<file path="config.mk">
export PLATFORM = sky130hd
export DESIGN_NAME = instr_fetch
export DESIGN_NICKNAME = d
export VERILOG_FILES = /design/src/rtl/instr_fetch.sv
export SDC_FILE = /design/constraint.sdc
export NUM_CORES = 1
export LEC_CHECK = 0
export ABC_AREA = 1
export BUFFER_PORTS_ARGS = -buffer_cell sky130_fd_sc_hd__buf_2
export CAP_MARGIN = 0
export CELL_PAD_IN_SITES_DETAIL_PLACEMENT = 2
export CELL_PAD_IN_SITES_GLOBAL_PLACEMENT = 2
export CORE_ASPECT_RATIO = 1.2
export CORE_UTILIZATION = 27
export CTS_CLUSTER_SIZE = 25
export DETAILED_ROUTE_END_ITERATION = 6
export HOLD_SLACK_MARGIN = 0.15
export PLACE_DENSITY = 0.79
export SLEW_MARGIN = 20
export SYNTH_ARGS = -nofsm -noshare
export SYNTH_HDL_FRONTEND = slang
export SYNTH_SLANG_ARGS = --single-unit
</file>
<file path="constraint.sdc">
create_clock -name clk -period 3 [get_ports clk]
set_clock_uncertainty 0.1 [all_clocks]
set_input_delay 0.6 -clock clk [delete_from_list [all_inputs] [get_ports clk]]
set_output_delay 0.6 -clock clk [all_outputs]
set_load 0.005 [all_outputs]
</file>
<file path="src/rtl/instr_fetch.sv">
// Instruction fetch stage: owns the PC, addresses the synchronous instruction ROM,
// and hands fetched words to decode over a valid/ready handshake.
module instr_fetch #(
   parameter int unsigned     N        = 32,
   parameter int unsigned     SIZE     = 1024,
   parameter logic [N-1:0]    RESET_PC = '0,
   localparam int unsigned    AW       = $clog2(SIZE)
) (
   input  logic          clk,
   input  logic          rst,
   output logic [AW-1:0] rom_addr,
   input  logic [N-1:0]  rom_data,
   output logic          instr_valid,
   input  logic          instr_ready,
   output logic [N-1:0]  instr,
   output logic [N-1:0]  instr_pc,
   input  logic          redirect,
   input  logic [N-1:0]  redirect_pc,
   output logic          fault,
   output logic [31:0]   fetch_count
);

   typedef enum logic [1:0] {
      ISSUE = 2'd0,
      VALID = 2'd1,
      FAULT = 2'd2
   } state_t;

   localparam logic [N-1:0] LAST_PC = N'(SIZE - 4);

   state_t         state, state_nxt;
   logic [N-1:0]   pc, next_pc;

   function automatic logic legal(input logic [N-1:0] p);
      return (p[1:0] == 2'b00) && (p <= LAST_PC);
   endfunction

   // The ROM is addressed with next_pc so the word lands exactly when pc takes that value;
   // holding next_pc==pc under backpressure keeps the ROM output stable.
   always_comb begin
      next_pc   = pc;
      state_nxt = state;
      if (redirect) begin
         next_pc   = redirect_pc;
         state_nxt = legal(redirect_pc) ? VALID : FAULT;
      end else begin
         case (state)
            ISSUE: state_nxt = legal(pc) ? VALID : FAULT;
            VALID: begin
               if (instr_ready) begin
                  next_pc   = pc + N'(4);
                  state_nxt = legal(next_pc) ? VALID : FAULT;
               end
            end
            FAULT:   state_nxt = FAULT;
            default: state_nxt = ISSUE;
         endcase
      end
   end

   always_ff @(posedge clk or posedge rst) begin
      if (rst) begin
         state       <= ISSUE;
         pc          <= RESET_PC;
         instr_valid <= 1'b0;
         fault       <= 1'b0;
         fetch_count <= '0;
      end else begin
         state       <= state_nxt;
         pc          <= next_pc;
         instr_valid <= (state_nxt == VALID);
         fault       <= (state_nxt == FAULT);
         if (state == VALID && instr_ready)
            fetch_count <= fetch_count + 32'd1;
      end
   end

   assign rom_addr = next_pc[AW-1:0];
   assign instr    = rom_data;
   assign instr_pc = pc;

endmodule
</file>
After elaboration in Yosys (flattened, before gate mapping)
Cells that the tools add are included.
- register bits: 68
- input bits: 68
- output and inout bits: 108
- word-level logic and storage cells: 35
- add/sub/neg operators: 2
- magnitude comparators: 3
- equality and inequality tests: 4
- mux-type cells: 9
- reductions and logical operators: 11
- operators by type and width (cell ; number):
    $le A32 B10 Y1 const B ; 3
    $mux W32 ; 3
    $add A32 B1 Y32 const B ; 1
    $add A32 B3 Y32 const B ; 1
    $mux W2 ; 5
    $logic_not A2 Y1 ; 4
    $pmux W2 S3 ; 1
    $eq A2 B1 Y1 const B ; 2
    $eq A2 B2 Y1 const B ; 2
    $logic_and A1 B1 Y1 ; 4
    $reduce_bool A2 Y1 ; 2
    $reduce_and A2 Y1 ; 1

Longest topological paths before layout
Gate-level depths: netlist of the first run.
- depth in word-level cells: 8
- mapped depth: 15

Worst setup path before layout of the first run
OpenSTA, ideal clock, no wires.
- kind: input to output
- start: input redirect
- end: output rom_addr[9]
- arrival: 1.631 ns
- setup slack: 0.669 ns
- stages: 6
- path buffers: 3
- cell sequence: clkbuf_1 > nor2_1 > clkinv_1 > clkbuf_1 > o211ai_1 > buf_4
- cells in the longest elaborated chain, start to end: 1
- RTL lines (what ; RTL line ; RTL):
    start, declared ; 17 ; input logic redirect,
    $mux W32 ; 43 ; if (redirect) begin
    end, declared ; 11 ; output logic [AW-1:0] rom_addr,
No other way between the ends.

Final worst setup path of the first run
- start: register state[0]
- end: output rom_addr[6]
- cells in the longest elaborated chain, start to end: 3
- RTL lines (what ; RTL line ; RTL):
    start, declared ; 31 ; state_t state, state_nxt;
    start signal, assigned ; 69 ; state <= state_nxt;
    $eq A2 B1 Y1 ; 47 ; case (state)
    $mux W32 ; 47 ;
    $mux W32 ; 43 ;
No other way between the ends. The select of a mux whose other input is x is not followed.

==> results of run 1 <==
[metrics by stage]
stage / total power, uW / hold slack, ps / utilization, % / instance area [um2]
after floorplan: 1338 / 364.7 / - / 4546
after global placement: 1480 / 352.2 / 31.02 / 5067
after detailed placement: 1503 / 380.2 / 31.02 / 5067
after CTS: 2606 / 384.3 / 32.87 / 5369
after global routing: 2685 / 394.8 / 32.87 / 5369
final: 2560 / 373.0 / 32.87 / 5369
[registers in the layout, indices dropped and copies added, names as in the netlist]
register     cells
fault            1
instr_valid      1
state            2
fetch_count     32
instr_pc        32
[power by group]
group	leakage, uW	switching (uW)	total, uW	internal [uW]
combinational	0.00172	236	395	158
clock	0.000144	423	1080	657
sequential	0.000859	102	1090	983
total	0.00272	762	2560	1800
[Yosys cell counts]
cell type	count	area, um2
nand2_1	175	656.9
dfrtp_1	68	1702
inv_1	64	240.2
nor2_1	53	198.9
buf_4	42	315.3
nand3_1	29	145.1
xor2_1	21	183.9
nor3_1	13	65.06
o211ai_1	13	97.59
xnor2_1	13	113.9
o21ai_0	12	60.06
nand2_2	11	68.82
nand4_1	11	68.82
nor2_2	10	62.56
nor4_1	10	62.56
clkbuf_1	9	33.78
o221ai_1	9	78.83
nor2_4	8	90.09
a21oi_1	5	25.02
inv_2	5	18.77
nand3b_1	4	30.03
ha_1	3	37.54
o311ai_0	3	26.28
and2_1	2	12.51
nand3_2	2	20.02
a221o_1	1	10.01
clkinv_1	1	3.750
nand2_4	1	11.26
nand4_2	1	12.51
nand4_4	1	21.27
nor2_8	1	20.02
nor4_2	1	12.51
nor4_4	1	21.27
o21ai_1	1	5.000
o21bai_1	1	7.510
o22ai_1	1	6.260
[cell type report]
| type | count | area (um2) | area share, % |
|---|---|---|---|
| Clock buffer | 10 | 239.0 | 4.451 |
| Inverter | 70 | 262.8 | 4.894 |
| Clock inverter | 5 | 52.55 | 0.9788 |
| Timing Repair Buffer | 117 | 615.6 | 11.47 |
| Multi-Input combinational cell | 417 | 2232 | 41.58 |
| Tap cell | 212 | 265.3 | 4.941 |
| Sequential cell | 68 | 1702 | 31.69 |
[critical path, delay by kind of cell, from the launching register on]
| kind | cells | cell delay, ps |
|---|---|---|
| AOI/OAI and AO/OA | 2 | 290 |
| buffers and inverters | 4 | 500 |
| DFF | 1 | 380 |
| and+or+nand+nor | 4 | 570 |
[timing repair]
item | 4_1_cts | 5_1_grt
endpoints found under the hold margin | 9 | 0
setup endpoints to repair | 0 | 2
gates resized for setup | 0 | 1
hold buffers | 1 | 0
[metal layers]
layer  vias up  routed length [um]  part of all wire [%]  global-route usage, %
met1      2166                6501                    40                  21.58
met5         -                   0                     0                      0
met3        33                 469                   2.9                  2.405
li1       2069                   -                     -                      -
met2       109                8802                    54                  37.51
met4         0                 441                   2.7                  8.382
[kinds of logic (layout without fill, tap and decap cells)]
kind of cell / count (synthesis) / in the layout / share of synthesized area, %
buffers and inverters: 121 / 202 / 13.46
AOI/OAI and AO/OA: 46 / 46 / 6.964
xor gates and xnor gates: 34 / 34 / 6.551
and+or+nand+nor: 334 / 334 / 34.76
adders and majority gates: 3 / 3 / 0.8259
DFF: 68 / 68 / 37.43
[path summary, 6_finish.rpt]
kind	start	to	slack (ps)	cells after the start
worst min-delay path	fetch_count[31]	fetch_count[31]	370	1
max in group asynchronous	rst	instr_pc[5]	1460	4
min in group asynchronous	rst	fetch_count[30]	690	3
worst max register to register	instr_pc[2]	state[0]	560	15
worst min register to register	fetch_count[31]	fetch_count[31]	370	1
worst max-delay path	state[0]	rom_addr[6]	210	10
==> run summary, run 1 <==
outcome = complete, no violations
first-pass GRT wire length = 26,050 um
clk root buf = clkbuf_16
YS warnings = 0
pwr/cell area = 476.8 nW/um2
final count of pins violating max slew = 0
Max H-tree Level = 3
Filler Cell Count = 1,984
synthesized area per cell = 7.501 um2
P&R area growth vs syn = 18.11%
Detailed Route WL = 16,210 um
# DRC = 0
WL/cell = 18.04 um
clk slew on worst S/H paths = 60 ps
most frequent cells in the layout = nand2_1, buf_2, dfrtp_1
remaining antenna violation count = 0
Core Box Area = 16,340 um2
total leakage power = 0.002721 uW
row cnt = 51
vias = 4,377
# IOs = 176
Worst Setup Start Kind = flop
n_diodes = 0
setup repair bufs after CTS = 0
Nets = 754
gpl congestion = 0.8728
Final WS setup = 210.2 ps
Fmax = 0.3585 GHz
Max FO, Critical Path = 15
vias per inst = 4.869
Slew @ Worst Pin = 659.2 ps
largest net degree at the start of global routing = 53
RSZ-0062 raised after global routing = false
minimum clock period = 2790 ps
synthesized net count = 677
Placed Cells = 883
antenna violations before repair = 0
IR drop worst, VDD = 0.2511 mV
Worst path max stage delay = 380 ps
Final period util = 92.99%
clk sinks = 68
Setup TNS = 0 ps
synth unique cells = 36
layout cells sized above 1 = 25.47%
First-pass DRT Iterations = 4
Total GRT Usage = 19.59%
Initial Utilization = 27.83%
Die W = 120.4 um
PortBufs = 111
DIE HEIGHT = 144.1 um
worst hold path class = flop to flop
full die area = 17,360 um2
final setup fails = 0
worst-skew pair later-pin latency = 340 ps
Crit-path slowest cell = dfrtp_1
TritonCTS clock tree = built
gr ovfl total = 0
hold violation count in the final report = 0
hpwl dp = 12,860 um
initial DRC count = 119
relative slew slack = 56.01%
max_cap viols = 0
Max clock buf depth = 2
post-synthesis sequential element count = 68
WP data arrival = 2090 ps
Layout Cells excl Fill = 899
vias in the first global route = 4,870
pre-CTS setup slack = 297.1 ps
mapped cell area = 4546 um2
Critical Path RT = 2300 ps
CTS Buf Count = 9
cell count after synthesis = 606
crit path kind = flop to output port
sequential area share after synthesis = 37.43%
most common cell after layout, fill and taps aside = nand2_1
CP Capture Type = output port
worst path cell trace = inv_1 -> nor2_2 -> nand2_2 -> nor2_1 -> inv_2 -> buf_4 -> a21oi_1 -> o21ai_0 -> nand3_1 -> buf_2
(Power assumes the default switching activity.)
==> inputs of run 2 (changes only) <==
- CELL_PAD_IN_SITES_DETAIL_PLACEMENT: 2 -> 0
- CELL_PAD_IN_SITES_GLOBAL_PLACEMENT: 2 -> 1
- CORE_UTILIZATION: 27 -> 35
==> run 2 against run 1 <==
  * Register-to-register slack gained 110 ps
  * Count of clock-buffer cells in the layout grew 2
  * Clock power grew 6%
  * Utilization grew 9.3 points
  * Final cell count shrank 5.0%
  * Sequential power is essentially flat
  * Combinational power shrank 4%
  * Sequential share of layout area grew 0.18 points
  * Largest power group is now the clock network
==> run summary, run 2 (synthesis gave the netlist of run 1 again) <==
outcome = complete, no violations
Fmax = 0.3713 GHz (+3.6%)
P&R area growth vs syn = 17.45%
total leakage power = 0.002734 uW (+0.49%)
Max FO, Critical Path = 7 (-8)
final count of pins violating max slew = 0 (unchanged)
gpl congestion = 0.9255 (+6.0%)
R2R setup slack = 670 ps (+110 ps)
layout cells sized above 1 = 25.36% (-0.11 points)
clk sinks = 68 (unchanged)
Filler Cell Count = 1,321 (-33%)
Die W = 106.0 um (-12%)
CTS Buf Count = 9 (unchanged)
worst hold path class = flop to flop
crit path kind = flop to output port
row cnt = 45 (-12%)
Max H-tree Level = 3 (unchanged)
Final WS setup = 306.8 ps (+96.59 ps)
Nets = 756 (+0.27%)
vias = 4,215 (-3.7%)
most frequent cells in the layout = nand2_1, buf_2, dfrtp_1
hold violation count in the final report = 0 (unchanged)
Max clock buf depth = 2 (unchanged)
Final Power = 2612 uW (+2.0%)
WL/cell = 15.00 um (-17%)
Setup TNS = 0 ps (unchanged)
vias in the first global route = 4,095 (-16%)
FF-to-FF path depth = 14 (-1)
WP data arrival = 1990 ps (-100 ps)
# DRC = 0 (unchanged)
first-pass GRT wire length = 20,670 um (-21%)
pwr/cell area = 489.2 nW/um2 (+2.6%)
max_cap viols = 0 (unchanged)
hold_sp = fetch_count[31]
n_diodes = 0 (unchanged)
Reg-to-Reg End = state[1]
minimum clock period = 2693 ps (-96.59 ps)
clk root buf = clkbuf_16
Crit Reg-Reg Startpoint = instr_pc[2]
PortBufs = 111 (unchanged)
CP Capture Type = output port
relative slew slack = 58.71% (+2.7 points)
register area = 1702 um2 (unchanged)
setup repair bufs after CTS = 0 (unchanged)
worst-skew pair later-pin latency = 330 ps (about the same)
First-pass DRT Iterations = 5 (+1)
pre-CTS setup slack = 458.8 ps (+161.7 ps)
remaining antenna violation count = 0 (unchanged)
largest net degree at the start of global routing = 35 (-34%)
initial DRC count = 296 (+150%)
Core Box Area = 12,670 um2 (-22%)
gr ovfl total = 0 (unchanged)
# IOs = 176 (unchanged)
IR drop worst, VDD = 0.2979 mV (+19%)
Final period util = 89.77% (-3.2 points)
final setup fails = 0 (unchanged)
Critical Path RT = 2300 ps (about the same)
TritonCTS clock tree = built
vias per inst = 4.936 (+1.4%)
clk slew on worst S/H paths = 60 ps (about the same)
area occupied by multi-input gates = 2232 um2 (unchanged)
antenna violations before repair = 0 (unchanged)
Detailed Route WL = 12,810 um (-21%)
Initial Utilization = 35.88% (+8.1 points)
DIE HEIGHT = 126.8 um (-12%)
Min-Delay Endpoint = fetch_count[31]
hpwl dp = 10,130 um (-21%)
Worst Setup Start Kind = flop
WHS = 361.3 ps (-11.71 ps)
Slew @ Worst Pin = 618.6 ps (-40.54 ps)
full die area = 13,450 um2 (-23%)
Total GRT Usage = 19.68% (+0.094 points)
cell depth of the worst min-delay path = 1 (unchanged)
RSZ-0062 raised after global routing = false
most common cell after layout, fill and taps aside = nand2_1
## run 2: changes by cell type in the layout (fill, tap and decap cells not counted), sizes merged
cell	delta
buf	+2
clkbuf	+2
bufinv	+1
clkinv	-1
inv	-1
## run 2: repair_timing
action	in CTS	in global routing
hold endpoints to repair	6	0
hold buffers	1	0
gates resized for setup	0	0
## run 2: metrics by stage
step / std cells / util [%] / area (um2)
global placement: 837 / 39.55 / 5010
global route: 854 / 42.14 / 5339
floorplan: 606 / - / 4546
CTS: 854 / 42.14 / 5339
finish: 854 / 42.14 / 5339
detailed placement: 837 / 39.55 / 5010
## run 2: worst max path at each step
stage	start	endpoint	slack, ps
2_1_floorplan	rst	fault	590
3_3_place_gp	instr_ready	rom_addr[4]	530
3_5_place_dp	instr_ready	rom_addr[4]	460
4_1_cts	state[0]	rom_addr[4]	250
5_1_grt	state[0]	rom_addr[4]	120
6_report	state[0]	rom_addr[4]	310
## run 2: where the power goes
| part | internal, uW | switching [uW] |
|---|---|---|
| registers | 983 | 98.4 |
| clock network | 750 | 402 |
| logic | 157 | 221 |
## run 2: critical path, stage by stage (launching register included)
cell	delay, ps
dfrtp_1	360
inv_1	70
nor2_2	120
nand2_2	150
nor2_1	160
clkinv_1	160
o311ai_0	450
buf_2	200
## run 2: cell type report
class / instances / share of cell area [%]
Timing Repair Buffer: 119 / 11.58
Clock inverter: 4 / 1.359
Multi-Input combinational cell: 417 / 41.81
Tap cell: 164 / 3.843
Inverter: 70 / 4.921
Clock buffer: 12 / 4.617
Sequential cell: 68 / 31.87
## run 2: metal layers
| layer | part of all wire (%) | global-route usage [%] | wire length (um) |
|---|---|---|---|
| met3 | 5.3 | 3.135 | 675 |
| met1 | 43 | 24.46 | 5537 |
| met4 | 2.1 | 8.088 | 274 |
| met2 | 49 | 33.83 | 6321 |
| met5 | 0 | 0 | 0 |
==> inputs of run 3 (changes only) <==
- CORE_UTILIZATION: 35 -> 25
- PLACE_DENSITY: 0.79 -> 0.59
==> run 3 against run 2 <==
  * Sequential share of layout area fell by 0.42 points
  * Utilization shrank 11 points
  * Wire length increased by 12%
  * Cell area grew 1.3%
  * Final cell count is 6.2% higher
  * Sequential power hardly changed
  * Worst setup slack lost 15 ps
  * Die area grew 39%
  * Via count fell by 0.83%
  * Combinational power grew 1%
  * Critical path depth shrank 1
  * Global-route usage decreased by 3.8 points
  * Largest power group unchanged
  * Highest routed layer unchanged
==> run summary, run 3 (synthesis gave the netlist of run 1 again) <==
switching share of total power = 28.20% (+0.58 points)
final setup fails = 0 (unchanged)
Slew @ Worst Pin = 659.7 ps (+41.13 ps)
P&R area growth vs syn = 19.02%
vias in the first global route = 4,215 (+2.9%)
area occupied by multi-input gates = 2232 um2 (unchanged)
row cnt = 53 (+18%)
WL/cell = 15.87 um (+5.8%)
initial DRC count = 236 (-20%)
Hold Buf Count CTS = 0 (-1)
most frequent cells in the layout = nand2_1, buf_2, dfrtp_1
Max clock buf depth = 2 (unchanged)
clk sinks = 68 (unchanged)
Die W = 125.1 um (+18%)
outcome = complete, no violations
internal power = 1907 uW (+0.90%)
R2R setup slack = 720 ps (+50 ps)
Nets = 754 (-0.26%)
CTS Buf Count = 9 (unchanged)
crit path kind = flop to output port
Reg-to-Reg End = fault
first-pass GRT wire length = 22,870 um (+11%)
clk slew on worst S/H paths = 60 ps (about the same)
gpl congestion = 0.8602 (-7.1%)
post-route cell area = 5410 um2 (+1.3%)
relative slew slack = 55.95% (-2.8 points)
largest net degree at the start of global routing = 33 (-5.7%)
final count of pins violating max slew = 0 (unchanged)
Setup TNS = 0 ps (unchanged)
layout cells sized above 1 = 25.47% (+0.11 points)
Detailed Route WL = 14,400 um (+12%)
Initial Utilization = 25.77% (-10 points)
Total GRT Usage = 15.86% (-3.8 points)
worst-skew pair later-pin latency = 340 ps (about the same)
P_sw = 749.2 uW (+3.8%)
worst hold path class = input pin to asynchronous set/reset pin
hpwl dp = 11,420 um (+13%)
RSZ-0062 raised after global routing = false
FF-to-FF path depth = 14 (unchanged)
First-pass DRT Iterations = 6 (+1)
PortBufs = 111 (unchanged)
clk root buf = clkbuf_16
full die area = 18,730 um2 (+39%)
post-layout util = 30.67% (-11 points)
Placed Area = 5085 um2 (+1.5%)
IR drop worst, VDD = 0.2245 mV (-25%)
vias = 4,180 (-0.83%)
Critical Path RT = 2300 ps (about the same)
gr ovfl total = 0 (unchanged)
max_cap viols = 0 (unchanged)
Fmax = 0.3692 GHz (-0.56%)
Final period util = 90.28% (+0.50 points)
crit path to = rom_addr[4]
setup repair bufs after CTS = 0 (unchanged)
PostCTS Resize Cnt = 0 (unchanged)
Max H-tree Level = 3 (unchanged)
TritonCTS clock tree = built
Reg power frac = 40.9% (-0.5 points)
# IOs = 176 (unchanged)
Worst Setup Start Kind = flop
Max FO, Critical Path = 7 (unchanged)
CP Capture Type = output port
n_diodes = 0 (unchanged)
antenna violations before repair = 0 (unchanged)
vias per inst = 4.609 (-6.6%)
hold violation count in the final report = 0 (unchanged)
total leakage power = 0.002735 uW (about the same)
minimum clock period = 2708 ps (+15.14 ps)
clock power share = 44.7% (+0.6 points)
Core Box Area = 17,640 um2 (+39%)
DIE HEIGHT = 149.7 um (+18%)
remaining antenna violation count = 0 (unchanged)
Comb pwr share = 14.4% (about the same)
most common cell after layout, fill and taps aside = nand2_1
Final Power = 2656 uW (+1.7%)
WP data arrival = 2010 ps (+20 ps)
Crit Reg-Reg Startpoint = instr_pc[2]
Worst setup startpoint = state[1]
# DRC = 0 (unchanged)
pwr/cell area = 491.0 nW/um2 (+0.37%)
register area = 1702 um2 (unchanged)
Filler Cell Count = 1,967 (+49%)
-- run 3: power groups by stage --
stage	logic, uW	clock network (uW)	registers, uW
floorplan	259	0	1080
global placement	389	0	1100
detailed placement	390	0	1100
CTS	392	1220	1090
global route	438	1260	1100
finish	383	1190	1090
-- run 3: layout make-up --
cell class | instances | area share [%]
multi-input cells | 417 | 41.26
clock buffers | 11 | 4.672
clock inverters | 4 | 1.341
flip-flops and latches | 68 | 31.45
inverters | 70 | 4.857
well taps | 220 | 5.088
repair buffers | 117 | 11.33
-- run 3: per-stage QoR --
stage | cells | setup slack (ps) | hold slack [ps]
floorplan | 606 | 588.5 | 364.7
global placement | 892 | 478.2 | 353.5
detailed placement | 892 | 433.6 | 358.0
CTS | 907 | 237.9 | 278.7
global route | 907 | 47.37 | 317.2
finish | 907 | 291.7 | 257.7
-- run 3: worst min-delay path by stage --
stage,from,end,cells past startpoint
global placement,fetch_count[31],fetch_count[31],1
global route,rst,fetch_count[30],2
detailed placement,fetch_count[31],fetch_count[31],1
CTS,rst,fetch_count[28],2
finish,rst,fetch_count[26],2
floorplan,fetch_count[31],fetch_count[31],1
-- run 3: per-layer routing --
| layer | track usage, % | vias to the layer above | routed length (um) |
|---|---|---|---|
| li1 | - | 2057 | - |
| met1 | 18.99 | 1974 | 6281 |
| met2 | 28.24 | 131 | 7254 |
| met3 | 3.504 | 18 | 642 |
| met4 | 4.939 | 0 | 218 |
| met5 | 0 | - | 0 |
-- run 3: worst max-delay path, stage by stage, from the launching register on --
cell,delay [ps]
dfrtp_1,390
nor2_2,150
nand2_2,150
nor2_1,160
clkinv_1,210
o311ai_0,410
buf_2,190
